File: src/rtl/ysyx_041514_pipe_ctrl_pkg.sv
// Shared control-bus indices, FSM states and flush masks for the pipeline controller.
// Pure constants; no logic and no latency.
package ysyx_041514_pipe_ctrl_pkg;

  localparam int unsigned XLEN   = 64;
  localparam int unsigned CTRL_W = 6;

  localparam int unsigned CB_PC     = 0;
  localparam int unsigned CB_IF_ID  = 1;
  localparam int unsigned CB_ID_EX  = 2;
  localparam int unsigned CB_EX_MEM = 3;
  localparam int unsigned CB_MEM_WB = 4;
  localparam int unsigned CB_RSVD   = 5;

  localparam logic [CTRL_W-1:0] FL_EVENT = 6'b001110;
  localparam logic [CTRL_W-1:0] FL_REDIR = 6'b000110;
  localparam logic [CTRL_W-1:0] FL_FENCE = 6'b000110;

  localparam logic [XLEN-1:0] INSN_BYTES = 64'd4;

  typedef enum logic [1:0] {
    ST_RUN         = 2'd0,
    ST_REDIR_PEND  = 2'd1,
    ST_FENCE_FLUSH = 2'd2
  } pc_state_e;

endpackage

File: src/rtl/ysyx_041514_stall_decode.sv
// Combinational stall-priority decode: the most downstream requester alone sets the stall
// prefix and the bubble bit just below it. Zero latency; no backpressure of its own.
module ysyx_041514_stall_decode
  import ysyx_041514_pipe_ctrl_pkg::*;
(
  input  logic              i_if_stall,
  input  logic              i_loaduse,
  input  logic              i_ex_busy,
  input  logic              i_mem_stall,
  output logic [CTRL_W-1:0] o_stall,
  output logic [CTRL_W-1:0] o_flush
);

  always_comb begin
    o_stall = '0;
    o_flush = '0;
    if (i_mem_stall) begin
      o_stall[CB_EX_MEM:CB_PC] = '1;
      o_flush[CB_MEM_WB]       = 1'b1;
    end else if (i_ex_busy) begin
      o_stall[CB_ID_EX:CB_PC] = '1;
      o_flush[CB_EX_MEM]      = 1'b1;
    end else if (i_loaduse) begin
      o_stall[CB_IF_ID:CB_PC] = '1;
      o_flush[CB_ID_EX]       = 1'b1;
    end else if (i_if_stall) begin
      o_stall[CB_PC]    = 1'b1;
      o_flush[CB_IF_ID] = 1'b1;
    end
  end

endmodule

File: src/rtl/ysyx_041514_pipe_ctrl.sv
// Central pipeline controller: combinational stall/flush buses, immediate or deferred PC redirect,
// fence.i icache invalidation sequencing. Redirect is 0-cycle; deferred while IF is stalled.
module ysyx_041514_pipe_ctrl
  import ysyx_041514_pipe_ctrl_pkg::*;
(
  input  logic              clk,
  input  logic              rst,
  input  logic              if_stall_req_i,
  input  logic              id_loaduse_req_i,
  input  logic              ex_busy_req_i,
  input  logic              mem_stall_req_i,
  input  logic              ex_redirect_valid_i,
  input  logic [XLEN-1:0]   ex_redirect_pc_i,
  input  logic              trap_valid_i,
  input  logic [XLEN-1:0]   trap_pc_i,
  input  logic              fence_i_valid_i,
  input  logic [XLEN-1:0]   fence_pc_i,
  input  logic              icache_flush_done_i,
  output logic [CTRL_W-1:0] stall_valid_o,
  output logic [CTRL_W-1:0] flush_valid_o,
  output logic              pc_redirect_valid_o,
  output logic [XLEN-1:0]   pc_redirect_o,
  output logic              icache_flush_req_o,
  output logic [31:0]       stall_cycles_o
);

  pc_state_e       r_state;
  logic [XLEN-1:0] r_pend_pc;
  logic            r_iflush_pend;
  logic [31:0]     r_stall_cnt;

  logic [CTRL_W-1:0] w_dec_stall;
  logic [CTRL_W-1:0] w_dec_flush;
  logic [CTRL_W-1:0] w_stall;
  logic [CTRL_W-1:0] w_flush;
  logic              w_trap_acc;
  logic              w_fence_acc;
  logic              w_redir_acc;
  logic              w_go;
  logic              w_issue;
  logic [XLEN-1:0]   w_target;

  ysyx_041514_stall_decode u_stall_decode (
    .i_if_stall  (if_stall_req_i),
    .i_loaduse   (id_loaduse_req_i),
    .i_ex_busy   (ex_busy_req_i),
    .i_mem_stall (mem_stall_req_i),
    .o_stall     (w_dec_stall),
    .o_flush     (w_dec_flush)
  );

  // fence.i and EX redirects only start from RUN; a trap is taken in any state.
  assign w_trap_acc  = trap_valid_i & ~mem_stall_req_i;
  assign w_fence_acc = (r_state == ST_RUN) & fence_i_valid_i & ~mem_stall_req_i & ~w_trap_acc;
  assign w_redir_acc = (r_state == ST_RUN) & ex_redirect_valid_i & ~mem_stall_req_i
                     & ~ex_busy_req_i & ~w_trap_acc & ~w_fence_acc;

  always_comb begin
    w_stall  = w_dec_stall;
    w_flush  = w_dec_flush;
    w_go     = 1'b0;
    w_target = r_pend_pc;
    case (r_state)
      ST_REDIR_PEND: begin
        w_stall[CB_PC]    = 1'b1;
        w_flush[CB_IF_ID] = 1'b1;
        w_go              = 1'b1;
      end
      ST_FENCE_FLUSH: begin
        w_stall[CB_PC] = 1'b1;
        w_flush        = w_flush | FL_FENCE;
        w_go           = ~r_iflush_pend | icache_flush_done_i;
      end
      default: ;
    endcase
    if (w_trap_acc) begin
      w_flush  = w_flush | FL_EVENT;
      w_go     = 1'b1;
      w_target = trap_pc_i;
    end else if (w_fence_acc) begin
      w_flush = w_flush | FL_EVENT;
    end else if (w_redir_acc) begin
      w_flush  = w_flush | FL_REDIR;
      w_go     = 1'b1;
      w_target = ex_redirect_pc_i;
    end
    w_issue = w_go & ~if_stall_req_i;
    // The PC must load the redirect target, so an issuing redirect releases the PC stall.
    if (w_issue) begin
      w_stall[CB_PC] = 1'b0;
    end
    w_stall          = w_stall & ~w_flush;
    w_stall[CB_RSVD] = 1'b0;
    w_flush[CB_RSVD] = 1'b0;
  end

  always_ff @(posedge clk) begin
    if (rst) begin
      r_state       <= ST_RUN;
      r_pend_pc     <= '0;
      r_iflush_pend <= 1'b0;
      r_stall_cnt   <= '0;
    end else begin
      r_stall_cnt <= r_stall_cnt + {31'd0, w_stall[CB_PC]};
      // A newly accepted fence needs its own invalidation, so set wins over a done pulse.
      if (w_fence_acc) begin
        r_iflush_pend <= 1'b1;
      end else if (icache_flush_done_i) begin
        r_iflush_pend <= 1'b0;
      end
      if (w_issue) begin
        r_state <= ST_RUN;
      end else if (w_go && (r_state != ST_FENCE_FLUSH || w_trap_acc)) begin
        r_state   <= ST_REDIR_PEND;
        r_pend_pc <= w_target;
      end else if (w_fence_acc) begin
        r_state   <= ST_FENCE_FLUSH;
        r_pend_pc <= fence_pc_i + INSN_BYTES;
      end
    end
  end

  assign stall_valid_o       = rst ? '0 : w_stall;
  assign flush_valid_o       = rst ? '0 : w_flush;
  assign pc_redirect_valid_o = ~rst & w_issue;
  assign pc_redirect_o       = (~rst & w_issue) ? w_target : '0;
  assign icache_flush_req_o  = ~rst & r_iflush_pend;
  assign stall_cycles_o      = rst ? '0 : r_stall_cnt;

endmodule
File: config.mk
export PLATFORM = sky130hd
export DESIGN_NAME = ysyx_041514_pipe_ctrl
export DESIGN_NICKNAME = d
export VERILOG_FILES = /design/src/rtl/ysyx_041514_pipe_ctrl_pkg.sv /design/src/rtl/ysyx_041514_stall_decode.sv /design/src/rtl/ysyx_041514_pipe_ctrl.sv
export SDC_FILE = /design/constraint.sdc
export NUM_CORES = 1
export LEC_CHECK = 0
export ABC_CLOCK_PERIOD_IN_PS = 5000
export CAP_MARGIN = 25
export CORE_ASPECT_RATIO = 1.1
export CORE_MARGIN = 4
export CORE_UTILIZATION = 43
export DETAILED_ROUTE_END_ITERATION = 10
export HOLD_SLACK_MARGIN = 0.02
export PLACE_DENSITY = 0.88
export REMOVE_ABC_BUFFERS = 1
export SKIP_LAST_GASP = 1
export SLEW_MARGIN = 0
export SYNTH_ARGS = -nofsm -noshare
export SYNTH_HDL_FRONTEND = slang
export SYNTH_SLANG_ARGS = --single-unit
File: constraint.sdc
create_clock -name clk -period 5 [get_ports clk]
set_input_delay 1 -clock clk [delete_from_list [all_inputs] [get_ports clk]]
set_output_delay 1 -clock clk [all_outputs]
set_load 0.02 [all_outputs]
==> reports/qor.tcl, run 1 <==
set qor(routedLengthMet1_um) 9937
set qor(uppermost_signal_routing_layer_after_detailed_routing) {met4}
set qor(status) {finished, final reports clean}
set qor(count_of_state_elements_after_synthesis) 99
set qor(hold_slack_ps) 469.2
set qor(grt_antenna_before_repair) 0
set qor(wl_per_cell_um) 18.54
set qor(met3_wirelength_um) 2182
set qor(htree_num_levels) 3
set qor(period_minus_slack_ps) 4694
set qor(detailedPlacementHpwl_um) 19540
set qor(buffer_ports.inserted) 307
set qor(vias_per_cell) 5.889
set qor(drt_pre_antenna_iters) 5
set qor(min_delay_path_depth) 1
set qor(fin_worst_skew_ps) 7.706
set qor(num_vias) 8333
set qor(die_width_um) 129.7
set qor(design_power_total_mw) 2.195
set qor(cts_made_buffers) 9
set qor(drive_gt1_share_pct) 4.444
set qor(power.share.clock_pct) 35.7
set qor(vias_in_the_first_global_route) 8047
set qor(n_antenna_cell) 0
set qor(post_cts_buffers) 0
set qor(synth.yosys.warnings) 0
set qor(setup.reg_to_reg.worst_slack_ps) 1590
set qor(drt.antenna.violating_nets) 0
set qor(clk_pin_slew_ps) 70
set qor(worstPathArrival_ps) 3690
set qor(drv_cap) 0
set qor(main_combinational_cell_family_by_area_after_synthesis) {simple AND/OR/NAND/NOR gates}
set qor(clk-insertion-delay-late_ps) 360
set qor(drt_iter0_drc) 612
set qor(worst_pin_slew_ps) 1047
set qor(min_to) {r_pend_pc[12]$_SDFFE_PP0P_}
set qor(netlist_top_cells_area) {dfxtp_1 (28%), a22o_1 (8.6%), nor2_1 (7.0%)}
set qor(synth.mux.area_fraction_pct) 0.1429
set qor(cts_hold_buf) 0
set qor(critPathLaunchType) {input port}
set qor(die_area_um2) 18400
set qor(synth.largest_area_cell) {dfxtp_1}
set qor(power.combinational.fraction_pct) 25.5
set qor(critPathKind) {in2out}
set qor(area.growth.synth_to_final_pct) 51.49
set qor(detailedPlace.worstSlack_ps) 332.8
set qor(final-setup-viol-count) 0
set qor(area_fraction_in_compound_gates_after_synthesis_pct) 26.93
set qor(first_pass_grt_wire_length_um) 40480
set qor(tritoncts) {built}
set qor(groute.usage.overall_pct) 27.43
set qor(worstHoldPathType) {reg2reg}
set qor(reg2reg_from) {r_state[0]$_SDFFE_PP0N_}
set qor(fmax_mhz) 213.0
set qor(clock_sinks) 99
set qor(synth_cell_type_count) 59
set qor(finalNonFillerCells) 1415
set qor(grt_overflow_total) 0
set qor(ys_async_sr_fraction_pct) 0
set qor(rows) 48
set qor(post_synth_inst_count) 941
set qor(num_io_pins) 312
set qor(finalHoldViolCount) 0
set qor(setup-tns-final_ps) 0
set qor(placedCellCount) 1398
set qor(start_util_pct) 44.18
set qor(slew_headroom_pct) 30.00
set qor(cp.required_ps) 4000
set qor(synth.top_cell.area_share_pct) 28.29
set qor(power_per_cell_area_nw_per_um2) 206.8
set qor(final_net_count) 1419
set qor(power.switching_mw) 0.6351
set qor(route.final.wire_length_um) 26230
set qor(rr_worst_depth) 17
set qor(worst_setup_path_end_kind) {primary output}
set qor(synth-simple-area-share_pct) 28.49
set qor(utilization_pct) 66.94
set qor(floorplan.core_area_um2) 15860
set qor(dominantRegCellSynth) {dfxtp_1}
set qor(worst_vdd_rail_ir_drop_uv) 174.3
set qor(wl_met2_um) 13410
set qor(rr_endpoint) {r_stall_cnt[24]$_SDFF_PP0_}
set qor(p_leak_nw) 3.775
set qor(syn_area_um2) 7005
set qor(place_congestion) 0.8689
set qor(die_h_um) 141.9
set qor(drv_slew) 0
set qor(hp-start) {r_pend_pc[12]$_SDFFE_PP0P_}
set qor(path_max_fanout) 65
set qor(number_of_enable_flip_flop_cells_after_synthesis) 0
set qor(grt_setup_unrepaired) {false}
set qor(synth_xor_xnor_area_share_pct) 9.752
set qor(grt_start_max_net_pins) 66
set qor(clock_path_buffers) 2
set qor(drt_drc_violations_left) 0
set qor(postSynthAreaPerCell_um2) 7.445
set qor(seqPwrFrac_pct) 38.8
set qor(placed_area_um2) 10270
set qor(clockRootBuffer) {clkbuf_16}
set qor(worst_slack_ps) 306.0
set qor(post-route-cell-area_um2) 10610
set qor(synth-adder-area-share_pct) 1.250
set qor(internal-power_mw) 1.560
set qor(post_cts_resize_count) 0
set qor(synth-seq-area-share_pct) 28.29
set qor(switching_share_pct) 28.94
set qor(post-route-period-util_pct) 93.88
==> layout by cell type, fill, tap and decap left out, drive strengths merged, types with 22 or more instances in the layout <==
master	count
nand4	22
nor2b	39
nand3	33
a22o	69
xnor2	25
a32o	28
clkdlybuf4s50	306
nor2	131
xor2	53
nand2	98
dfxtp	99
a21oi	83
==> synth_stat cells, types with 9 or more instances <==
| cell | count |
|---|---|
| xnor2_1 | 25 |
| a221o_1 | 21 |
| xor2_1 | 53 |
| nand3_1 | 32 |
| nor3_1 | 18 |
| dfxtp_1 | 99 |
| o21ai_0 | 21 |
| a21oi_1 | 83 |
| a22o_1 | 69 |
| clkbuf_1 | 55 |
| a32o_1 | 28 |
| or3_1 | 9 |
| nand4_1 | 22 |
| inv_1 | 16 |
| buf_1 | 9 |
| nor2b_1 | 39 |
| nor2_1 | 131 |
| and4_1 | 10 |
| and3_1 | 14 |
| nand2_1 | 98 |
| nor4_1 | 18 |
==> sequential cells by signal (all words and copies together), names as in the netlist <==
| register | cells |
|---|---|
| r_pend_pc | 64 |
| r_stall_cnt | 32 |
| r_state | 2 |
| r_iflush_pend | 1 |
==> layer usage <==
layer  global-route usage, %  vias up
met1                   32.39     3891
met5                       0        -
met3                   5.497       57
met2                   48.93      415
li1                        -     3970
met4                   9.683        0
==> power by group through the flow <==
stage | sequential (mW) | combinational (mW) | clock, mW
finish | 0.852 | 0.560 | 0.783
CTS | 0.851 | 0.557 | 0.792
floorplan | 0.862 | 0.249 | 0
global route | 0.856 | 0.605 | 0.826
detailed placement | 0.869 | 0.554 | 0
global placement | 0.867 | 0.546 | 0
==> cell type report <==
| cell class | count | area, um2 |
|---|---|---|
| clock buffer | 10 | 229.0 |
| clock inverter | 6 | 93.84 |
| fill | 1354 | 5243 |
| inverter | 16 | 60.06 |
| multi-input combinational | 757 | 4740 |
| sequential | 99 | 1982 |
| tap | 200 | 250.2 |
| timing repair buffer | 327 | 3258 |
==> critical path: stages <==
cell and delay [ps]:
clkdlybuf4s50_1 510, or3b_1 440, nor3_2 270, buf_12 300, a22o_1 250, a21oi_1 70
nor2_1 160, clkdlybuf4s50_1 640
==> worst max-delay path by stage <==
stage	startpoint	to	slack [ps]	cells past startpoint
after detailed placement	mem_stall_req_i	pc_redirect_o[15]	330	8
after floorplan	trap_valid_i	r_pend_pc[30]$_SDFFE_PP0P_	-3640	6
after global routing	mem_stall_req_i	pc_redirect_o[48]	110	10
final	mem_stall_req_i	pc_redirect_o[15]	310	8
after global placement	mem_stall_req_i	pc_redirect_o[15]	370	8
after CTS	mem_stall_req_i	pc_redirect_o[15]	310	8
==> cells by family (layout without fill, tap and decap cells) <==
group / count (synthesis) / count (layout)
buffers and inverters: 88 / 359
adder cells (fa/ha/maj): 7 / 7
AO/OA/AOI/OAI: 256 / 256
AND/OR/NAND/NOR: 411 / 411
flip-flops: 99 / 99
XOR/XNOR: 78 / 78
other: 1 / 4
multiplexers: 1 / 1
Note: power is estimated with default switching activity, not from simulation.
==> run 2: changes to the inputs <==
Settings changed: CELL_PAD_IN_SITES_DETAIL_PLACEMENT set to 1, CELL_PAD_IN_SITES_GLOBAL_PLACEMENT set to 1, CORE_UTILIZATION 43 to 30, PLACE_DENSITY 0.88 to 0.89, SETUP_SLACK_MARGIN set to 0.15.
==> reports/qor.tcl, run 2 (synthesized netlist as in run 1, its figures left out) <==
set qor(grt_setup_unrepaired) {false}
set qor(critPathKind) {in2out}
set qor(status) {finished, final reports clean}
set qor(vias_in_the_first_global_route) 8866
set qor(utilization_pct) 47.01
set qor(cp.required_ps) 4000
set qor(place_congestion) 0.8230
set qor(final-setup-viol-count) 0
set qor(power_per_cell_area_nw_per_um2) 200.2
set qor(setup.reg_to_reg.worst_slack_ps) 1550
set qor(worstHoldPathType) {reg2reg}
set qor(tritoncts) {built}
set qor(drt_iter0_drc) 402
set qor(post-route-period-util_pct) 92.85
set qor(drt.antenna.violating_nets) 0
set qor(hp-start) {r_pend_pc[15]$_SDFFE_PP0P_}
set qor(groute.usage.overall_pct) 22.33
set qor(mostFrequentLayoutCell) {clkdlybuf4s50_1}
set qor(grt_antenna_before_repair) 0
set qor(num_vias) 8313
set qor(clock_sinks) 99
set qor(drt_pre_antenna_iters) 5
set qor(finalHoldViolCount) 0
set qor(p_leak_nw) 3.803
set qor(clk_pin_slew_ps) 70
set qor(slew_headroom_pct) 43.36
set qor(worstPathArrival_ps) 3640
set qor(post_cts_resize_count) 0
set qor(vias_per_cell) 5.469
set qor(start_util_pct) 30.55
set qor(post_cts_buffers) 0
set qor(drv_slew) 0
set qor(grt_overflow_total) 0
set qor(path_max_fanout) 37
set qor(setup-tns-final_ps) 0
set qor(num_io_pins) 312
set qor(buffer_ports.inserted) 307
set qor(clk-insertion-delay-late_ps) 350
set qor(area.growth.synth_to_final_pct) 53.88
set qor(die_area_um2) 25860
set qor(fin_worst_skew_ps) 11.42
set qor(rows) 58
set qor(cts_made_buffers) 9
set qor(first_pass_grt_wire_length_um) 47460
set qor(design_power_total_mw) 2.158
set qor(worst_setup_path_end_kind) {primary output}
set qor(min_delay_path_depth) 1
set qor(period_minus_slack_ps) 4642
set qor(top_regs) {r_pend_pc (64), r_stall_cnt (32), r_state (2)}
set qor(worst_vdd_rail_ir_drop_uv) 115.9
set qor(critPathLaunchType) {input port}
set qor(reg2reg_from) {r_state[0]$_SDFFE_PP0N_}
set qor(die_width_um) 153.7
set qor(finalNonFillerCells) 1520
set qor(grt_start_max_net_pins) 69
set qor(max_flop_register) {r_pend_pc}
set qor(final_cell_mix) {clkdlybuf4s50_1 (305), nor2_1 (128), dfxtp_1 (99)}
set qor(detailedPlacementHpwl_um) 23440
set qor(cts_hold_buf) 0
set qor(final_net_count) 1423
set qor(clockRootBuffer) {clkbuf_16}
set qor(drive_gt1_share_pct) 4.922
set qor(fmax_mhz) 215.4
set qor(rr_endpoint) {r_stall_cnt[24]$_SDFF_PP0_}
set qor(htree_num_levels) 3
set qor(largest_reg_flops) 64
set qor(drv_cap) 0
set qor(route.final.wire_length_um) 30090
set qor(worst_pin_slew_ps) 849.6
set qor(min_to) {r_pend_pc[15]$_SDFFE_PP0P_}
set qor(clock_path_buffers) 2
set qor(placedCellCount) 1503
set qor(rr_worst_depth) 16
set qor(floorplan.core_area_um2) 22930
set qor(die_h_um) 168.3
set qor(drt_drc_violations_left) 0
set qor(wl_per_cell_um) 19.79
-- run 2: report_power, final --
| part | switching (mW) | total [mW] | leakage [nW] | internal [mW] |
|---|---|---|---|---|
| combinational | 0.288 | 0.577 | 2.85 | 0.289 |
| clock | 0.325 | 0.730 | 0.146 | 0.405 |
| sequential | 0.0234 | 0.852 | 0.804 | 0.828 |
-- run 2: worst max-delay path by stage --
stage | from | endpoint | slack (ps) | depth (start not counted)
after floorplan | trap_valid_i | r_pend_pc[30]$_SDFFE_PP0P_ | -3640 | 6
after global placement | mem_stall_req_i | pc_redirect_o[29] | 370 | 7
after detailed placement | mem_stall_req_i | pc_redirect_o[15] | 190 | 9
after CTS | mem_stall_req_i | pc_redirect_o[41] | 180 | 9
after global routing | mem_stall_req_i | pc_redirect_o[41] | 170 | 9
final | mem_stall_req_i | pc_redirect_o[15] | 360 | 8
-- run 2: area by class of cell --
cell class | count | area (um2)
flip-flops and latches | 99 | 1982
repair buffers | 331 | 3307
clock buffers | 11 | 242.7
inverters | 16 | 60.06
fillers | 2811 | 12150
clock inverters | 5 | 60.06
multi-input cells | 757 | 4751
diodes | 1 | 2.502
well taps | 300 | 375.4
-- run 2: through the flow --
step | setup WS [ps] | area (um2) | hold slack, ps
2_1_floorplan | -3642 | 6720 | 435.8
3_3_place_gp | 373.8 | 10430 | 446.0
3_5_place_dp | 191.1 | 10460 | 453.8
4_1_cts | 177.3 | 10760 | 473.8
5_1_grt | 168.6 | 10780 | 480.8
6_report | 357.5 | 10780 | 470.1
-- run 2: critical path: stages --
cell,delay (ps)
clkdlybuf4s50_1,530
or3b_1,470
nor3_4,290
buf_12,240
a22o_1,200
a21oi_1,90
nor2_1,150
clkdlybuf4s50_1,640
-- run 2: layer usage --
| metal | up-vias | wire [um] | global-route usage (%) |
|---|---|---|---|
| met5 | - | 0 | 0 |
| met4 | 0 | 749 | 6.951 |
| met3 | 47 | 1802 | 4.293 |
| met2 | 256 | 15660 | 41.86 |
| met1 | 4050 | 11880 | 25.41 |
| li1 | 3960 | - | - |
==> run 3: changes to the inputs <==
Settings changed: CORE_MARGIN 4 to 2, GPL_TIMING_DRIVEN set to 1, SKIP_CTS_REPAIR_TIMING set to 1.
==> reports/qor.tcl, run 3 (synthesized netlist as in run 1, its figures left out) <==
set qor(clock_sinks) 99
set qor(worst_vdd_rail_ir_drop_uv) 148.0
set qor(grt_start_max_net_pins) 83
set qor(place_congestion) 0.8193
set qor(top_regs) {r_pend_pc (64), r_stall_cnt (32), r_state (2)}
set qor(critPathKind) {in2out}
set qor(fmax_mhz) 213.7
set qor(path_max_fanout) 37
set qor(max_flop_register) {r_pend_pc}
set qor(post-route-cell-area_um2) 10770
set qor(placedCellCount) 1505
set qor(worst_pin_slew_ps) 805.9
set qor(clockRootBuffer) {clkbuf_16}
set qor(status) {finished, final reports clean}
set qor(drive_gt1_share_pct) 5.078
set qor(drv_cap) 0
set qor(cts_made_buffers) 9
set qor(grt_setup_unrepaired) {false}
set qor(drt_drc_violations_left) 0
set qor(die_h_um) 164.3
set qor(die_width_um) 149.7
set qor(num_io_pins) 312
set qor(n_antenna_cell) 0
set qor(htree_num_levels) 3
set qor(grt_overflow_total) 0
set qor(p_leak_nw) 3.804
set qor(clock_path_buffers) 2
set qor(groute.usage.overall_pct) 23.45
set qor(mostFrequentLayoutCell) {clkdlybuf4s50_1}
set qor(vias_per_cell) 5.460
set qor(post-route-period-util_pct) 93.60
set qor(final-setup-viol-count) 0
set qor(start_util_pct) 30.55
set qor(fin_worst_skew_ps) 9.645
set qor(drt_pre_antenna_iters) 5
set qor(grt_antenna_before_repair) 0
set qor(wl_per_cell_um) 19.47
set qor(slew_headroom_pct) 46.27
set qor(clk-insertion-delay-late_ps) 350
set qor(period_minus_slack_ps) 4680
set qor(drt.antenna.violating_nets) 0
set qor(final_cell_mix) {clkdlybuf4s50_1 (306), nor2_1 (128), dfxtp_1 (99)}
set qor(worstPathArrival_ps) 3680
set qor(largest_reg_flops) 64
set qor(finalHoldViolCount) 0
set qor(final_net_count) 1425
set qor(area.growth.synth_to_final_pct) 53.74
set qor(detailedPlacementHpwl_um) 22770
set qor(drv_slew) 0
set qor(route.final.wire_length_um) 29620
set qor(worstHoldPathType) {reg2reg}
set qor(vias_in_the_first_global_route) 8623
set qor(placed_area_um2) 10470
set qor(worst_setup_path_end_kind) {primary output}
set qor(finalNonFillerCells) 1521
set qor(clk_pin_slew_ps) 70
set qor(first_pass_grt_wire_length_um) 45730
set qor(num_vias) 8305
set qor(rows) 58
set qor(cp.required_ps) 4000
set qor(tritoncts) {built}
set qor(floorplan.core_area_um2) 22930
set qor(die_area_um2) 24590
set qor(power_per_cell_area_nw_per_um2) 197.2
set qor(drt_iter0_drc) 376
set qor(buffer_ports.inserted) 307
set qor(critPathLaunchType) {input port}
## run 3: changes by cell type in the layout (fill, tap and decap cells not counted), sizes merged
cell	before	now
diode	1	0
inv	17	18
clkinvlp	1	0
clkinv	2	3
buf	26	27
bufinv	1	0
clkdlybuf4s50	305	306
## run 3: critical path, cell delays in order
cell and delay, ps:
clkdlybuf4s50_1 570, or3b_4 480, nor3_4 270, buf_12 240
a22o_1 250, a21oi_1 100, nor2_1 120, clkdlybuf4s50_1 620
## run 3: cell type report
class	count	area, um2
Fill cell	2789	12160
Multi-Input combinational cell	757	4753
Tap cell	300	375.4
Clock buffer	11	242.7
Inverter	16	60.06
Sequential cell	99	1982
Timing Repair Buffer	333	3321
Clock inverter	5	36.28
## run 3: per-layer routing
layer / global-route usage [%] / vias up / wire [um]
met5: 0 / - / 0
met4: 7.676 / 0 / 773
met3: 4.889 / 48 / 1793
met2: 43.74 / 272 / 15130
met1: 26.43 / 4023 / 11920
li1: - / 3962 / -
## run 3: final timing paths
| path | startpoint | endpoint | slack, ps | cells past startpoint |
|---|---|---|---|---|
| max | mem_stall_req_i | pc_redirect_o[44] | 320 | 8 |
| min | r_pend_pc[43]$_SDFFE_PP0P_ | r_pend_pc[43]$_SDFFE_PP0P_ | 470 | 1 |
| min reg2reg | r_pend_pc[43]$_SDFFE_PP0P_ | r_pend_pc[43]$_SDFFE_PP0P_ | 470 | 1 |
| max reg2reg | r_state[0]$_SDFFE_PP0N_ | r_stall_cnt[30]$_SDFF_PP0_ | 1500 | 17 |
## run 3: per-stage QoR
step                      TNS [ps]  setup WS (ps)  utilization, %  hold WS (ps)  total power [mW]
after floorplan            -494310          -3642               -         435.8             1.111
after global placement           0          275.8           45.66         449.1             1.435
after detailed placement         0          226.0           45.66         460.2             1.449
after global routing             0          177.3           46.97         508.1             2.228
final                            0          319.9           46.97         473.1             2.124
after CTS                        0          194.6           46.87         477.5             2.151
## run 3: power breakdown
part	leakage (nW)	internal, mW	switching [mW]	total, mW
sequential	0.804	0.828	0.0237	0.852
combinational	2.86	0.291	0.289	0.580
clock	0.140	0.355	0.336	0.692
